### config.mk
export PLATFORM = sky130hd
export DESIGN_NAME = l2_victim_select
export DESIGN_NICKNAME = d
export VERILOG_FILES = /design/src/rtl/l2_victim_select_pkg.sv /design/src/rtl/l2_victim_select.sv
export SDC_FILE = /design/constraint.sdc
export NUM_CORES = 1
export LEC_CHECK = 0
export CAP_MARGIN = 10
export CORE_MARGIN = 10
export CORE_UTILIZATION = 46
export CTS_CLUSTER_SIZE = 40
export DETAILED_ROUTE_END_ITERATION = 8
export PLACE_DENSITY = 0.77
export SYNTH_ARGS = -nofsm -noshare
export SYNTH_HDL_FRONTEND = slang
export SYNTH_SLANG_ARGS = --single-unit
### constraint.sdc
create_clock -name clk -period 2.72 [get_ports clk]
set_input_delay 0.408 -clock clk [delete_from_list [all_inputs] [get_ports clk]]
set_output_delay 0.408 -clock clk [all_outputs]
set_load 0.02 [all_outputs]
### src/rtl/l2_victim_select_pkg.sv
// Shared types for the L2 victim-selection stage: decision kinds, FSM states
// and the default way-index type.
package l2_victim_select_pkg;

  localparam int L2_WAYS_DEFAULT = 8;
  localparam int WAY_BITS_DEFAULT = $clog2(L2_WAYS_DEFAULT);

  typedef logic [WAY_BITS_DEFAULT-1:0] l2_way_t;

  typedef enum logic [1:0] {
    SEL_HIT      = 2'd0,
    SEL_FILL     = 2'd1,
    SEL_EVICT    = 2'd2,
    SEL_SET_BUSY = 2'd3
  } l2_sel_kind_t;

  typedef enum logic [1:0] {
    ST_IDLE = 2'd0,
    ST_SCAN = 2'd1,
    ST_HOLD = 2'd2
  } l2_vs_state_t;

endpackage

### src/rtl/l2_victim_select.sv
// Picks the way a request uses after L2 tag lookup (hit, empty fill, or round-robin
// victim skipping locked ways); holds the decision until accepted, then returns the new pointer.
module l2_victim_select
  import l2_victim_select_pkg::*;
#(
  parameter int L2_WAYS  = 8,
  parameter int WAY_BITS = $clog2(L2_WAYS)
) (
  input  logic                clk,
  input  logic                rst,
  input  logic                clear,
  input  logic                lookup_done,
  input  logic                tag_hit,
  input  logic [WAY_BITS-1:0] way_hit,
  input  logic                empty_way_found,
  input  logic [WAY_BITS-1:0] empty_way,
  input  logic [WAY_BITS-1:0] evict_way_buf,
  input  logic [L2_WAYS-1:0]  way_locked,
  output logic                busy,
  output logic                sel_valid,
  input  logic                sel_ready,
  output logic [WAY_BITS-1:0] sel_way,
  output logic [1:0]          sel_kind,
  output logic                evict_upd_valid,
  output logic [WAY_BITS-1:0] evict_upd_way
);

  localparam logic [WAY_BITS-1:0] LAST_CNT = WAY_BITS'(L2_WAYS - 1);
  localparam logic [WAY_BITS-1:0] ONE      = WAY_BITS'(1);

  l2_vs_state_t        state;
  l2_sel_kind_t        kind_q;
  logic [WAY_BITS-1:0] cand;
  logic [WAY_BITS-1:0] scan_cnt;
  // Pointer captured at lookup; SET_BUSY reports it even if the input moves on.
  logic [WAY_BITS-1:0] ptr_q;

  always_ff @(posedge clk or negedge rst) begin
    if (!rst) begin
      state     <= ST_IDLE;
      kind_q    <= SEL_HIT;
      cand      <= '0;
      scan_cnt  <= '0;
      ptr_q     <= '0;
      sel_way   <= '0;
      sel_valid <= 1'b0;
      busy      <= 1'b0;
    end else if (clear) begin
      state     <= ST_IDLE;
      sel_valid <= 1'b0;
      busy      <= 1'b0;
    end else begin
      case (state)
        ST_IDLE: begin
          if (lookup_done) begin
            busy <= 1'b1;
            if (tag_hit) begin
              sel_way   <= way_hit;
              kind_q    <= SEL_HIT;
              sel_valid <= 1'b1;
              state     <= ST_HOLD;
            end else if (empty_way_found) begin
              sel_way   <= empty_way;
              kind_q    <= SEL_FILL;
              sel_valid <= 1'b1;
              state     <= ST_HOLD;
            end else begin
              cand     <= evict_way_buf;
              ptr_q    <= evict_way_buf;
              scan_cnt <= '0;
              state    <= ST_SCAN;
            end
          end
        end
        ST_SCAN: begin
          if (!way_locked[cand]) begin
            sel_way   <= cand;
            kind_q    <= SEL_EVICT;
            sel_valid <= 1'b1;
            state     <= ST_HOLD;
          end else if (scan_cnt == LAST_CNT) begin
            sel_way   <= ptr_q;
            kind_q    <= SEL_SET_BUSY;
            sel_valid <= 1'b1;
            state     <= ST_HOLD;
          end else begin
            cand     <= cand + ONE;
            scan_cnt <= scan_cnt + ONE;
          end
        end
        ST_HOLD: begin
          if (sel_ready) begin
            sel_valid <= 1'b0;
            busy      <= 1'b0;
            state     <= ST_IDLE;
          end
        end
        default: begin
          sel_valid <= 1'b0;
          busy      <= 1'b0;
          state     <= ST_IDLE;
        end
      endcase
    end
  end

  assign sel_kind = kind_q;

  // The pointer write-back must coincide with the accepting handshake, so it is decoded live.
  assign evict_upd_valid = (state == ST_HOLD) && sel_ready && !clear && (kind_q == SEL_EVICT);
  assign evict_upd_way   = evict_upd_valid ? (sel_way + ONE) : '0;

endmodule

==> results.md <==
- Outcome: finished clean
- WL/cell: between 15 and 20 microns
- Worst path slowest cell: clkdlybuf4s50_1
- Layout Utilization: about 64%
- Tcrit/Tclk final: 93.89%
- Remaining DRCs: 0
- Final WL: 2.915 mm
- Die Y: 70.43 microns
- Vias per cell: 5.481
- CP Cell Sequence: clkdlybuf4s50_1 -> inv_1 -> nand2_1 -> nor3b_1 -> nand3b_1 -> inv_1 -> and2_1 -> clkdlybuf4s50_1
- Vias: roughly 1000
- Most frequent cells in the layout: 34 x clkdlybuf4s50_1, 18 x dfrtp_1, 11 x nor2_1
- CTS root buf: clkbuf_4
- Rows: 18
- Highest routed layer: met4
- Multiplexer share of the synthesized area: a little over an eighth
- Fin. max-slew vios: 0
- Kind of cell adding the most delay to the critical path: buffers and inverters
- Port Buffers: 34
- Die extent in x: 70.43 microns
- Global route overflow: 0
- Lkg Pwr: 0.6707 nW
- Post-synth top area share: approximately 39%
- Worst slew margin: between 40% and 50%
- Maxcap violations: 0
- Worst Path Required: roughly 2.3 ns
- First-pass GRT wire length: a little under 5 mm
- FF+latch count, synth: 18
- Layout area overhead: 34.22%
- Synth Area in Adders: around 4.3%
- H-tree levels: 1
- Share of layout cells above drive strength 1: between 10% and 20%
- Cells resized by post-CTS repair: 0
- Worst-path clk slew: about 0.1 ns
- # hold bufs at CTS: 0
- DR pass1 iterations: 4
- Avg Cell Area, Syn: about 9.6 sq um
- Initial Utilization: around 48%
- Worst Path Max Fanout: 3
- WP buf/inv: 4
- Synth Area in Simple Gates: between 10% and 20%
- Crit Path Class: primary input to primary output
- Count of different cell masters after synthesis: 47
- IO Count: 35
- Insertion delay to the later sink of the worst-skew pair: roughly 0.31 ns
- GP Congestion: roughly 0.83
- Nets: around 180
- Synth Instances: 122
- Overall Global Routing Usage: a little under an eighth
- CTS Buf Count: 3
- Actual slew at the worst max-slew pin: between 0.8 and 0.9 ns
- Vias in the first global route: about 1100
- CTS tree: yes
- Filler cells: between 200 and 250
- Total Die Area: 4960 sq um
- Sequential cell area fraction in the yosys report: between 30% and 40%
- Final setup vio count: 0
- Met2 wire length: 1.496 mm
- Initial antenna violation count: 0
- Final Hold Fails: 0
- M1 WL: 1.205 mm
- PD cells: approximately 750 nW/um^2
- Cell accounting for the most synthesized area: dfrtp_1
- Final worst slack: ~0.17 ns
- Ant. Diodes: 0
- Largest cells by area after synthesis: dfrtp_1 39%, mux2i_1 6.0%, ha_1 4.3%
- Setup TNS: 0 ns
- Ys Warns: 0
- Most common cell after layout, fill and taps aside: clkdlybuf4s50_1
- CP peak stage delay: between 0.6 and 0.7 ns
- Syn_nets: 150
- RSZ-0062 raised after global routing: no
- Largest family of logic cells by synthesized area: simple AND/OR/NAND/NOR gates
- Critical Path AT: about 2.2 ns
- Pin count of the biggest net entering global routing: 19
- DP HPWL: around 2.4 mm
- Post-synthesis compound-gate area fraction: about a fifth
- Peak supply drop: around 0.42 mV
- Mapped Area: ~1200 sq um
- Sinks on Clock Net: 18
- Number of enable flip-flop cells after synthesis: 0
- Metal3 WL: 142 microns
- Fmax: around 0.4 GHz
- Place WS: 0.1552 ns
- HP Class: flip-flop to flip-flop
- Final min period: approximately 2.6 ns
- CP Launch Type: primary input
- DRT iter0 DRCs: between 40 and 50
- Post-synth ARST share: 100.0%
- Critical Path End Type: primary output
- CORE AREA: ~2500 sq um
- Maximum clock path buffer count: 2
- XOR/XNOR share of the synthesized area: 0.7487%
- Ys flop type: dfrtp_1
- Clock skew: slightly below 0.009 ns
- Routed Antenna Nets: 0
- Post-CTS Setup Bufs: 0
-- synthesized netlist by cell type (2+ instances only) --
master	number
a22o_1	2
inv_1	4
dfrtp_1	18
nor3b_1	2
a31oi_1	2
nor2_2	3
nor2b_1	2
nand2b_1	2
clkbuf_1	5
mux2i_1	7
o22a_1	2
nand2_1	9
nor2_1	11
mux2_2	4
or3_1	2
nand3_1	2
ha_1	4
nand3b_1	2
a21oi_1	5
o22ai_1	2
o21ai_0	6
-- registers in the layout (all words and copies together) (netlist names) --
register	flops
scan_cnt	3
sel_valid	1
busy	1
state	2
cand	3
sel_way	3
sel_kind	2
ptr_q	3
-- cell families after synthesis --
logic type | count (synthesis)
AOI/OAI and AO/OA | 31
xor gates and xnor gates | 1
adders and majority gates | 4
buffers and inverters | 13
DFF | 18
muxes | 13
and+or+nand+nor | 42
-- power by group --
group	total [mW]	internal [mW]	switching, mW	leakage (nW)
sequential	0.477	0.359	0.118	0.225
clock	0.172	0.0818	0.0902	0.0210
combinational	0.529	0.289	0.239	0.425
-- final timing paths --
| check | from | end | slack [ns] | depth (start not counted) |
|---|---|---|---|---|
| max | clear | evict_upd_way[1] | 0.17 | 8 |
| min | ptr_q[0] | ptr_q[0] | 0.49 | 2 |
| max reg2reg | cand[1] | scan_cnt[0] | 0.66 | 5 |
| min reg2reg | ptr_q[0] | ptr_q[0] | 0.49 | 2 |
| max in group asynchronous | rst | ptr_q[2] | 1.65 | 1 |
| min in group asynchronous | rst | sel_valid | 0.56 | 1 |
-- worst reg2reg max path, stage by stage, from the launching register on --
cell and delay (ns):
dfrtp_1 0.55, mux2i_1 0.17, mux4_2 0.57, nor2_2 0.25, o21ai_2 0.14, mux2_2 0.28
-- metrics by stage --
stage	power, mW	std cells	cell area [sq um]	hold WS, ns
CTS	1.184	185	1570	0.4947
global placement	0.9912	181	1534	0.4684
detailed placement	1.014	181	1534	0.4699
finish	1.177	185	1570	0.4939
global route	1.261	185	1570	0.5170
floorplan	0.8330	122	1170	0.1124
-- metal layers --
metal | global-route usage, % | vias to the layer above
met5 | 0 | -
met4 | 5.482 | 0
met3 | 3.955 | 6
met2 | 21.16 | 19
met1 | 12.31 | 479
li1 | - | 510
-- area by class of cell --
cell class	count	area, sq um	share of cell area, %
Sequential cell	18	450.4	28.69
Inverter	4	15.01	0.9562
Timing Repair Buffer	38	370.4	23.59
Tap cell	30	37.54	2.390
Clock buffer	4	36.28	2.311
Multi-Input combinational cell	91	660.6	42.07
Note: power is estimated with default switching activity, not from simulation.
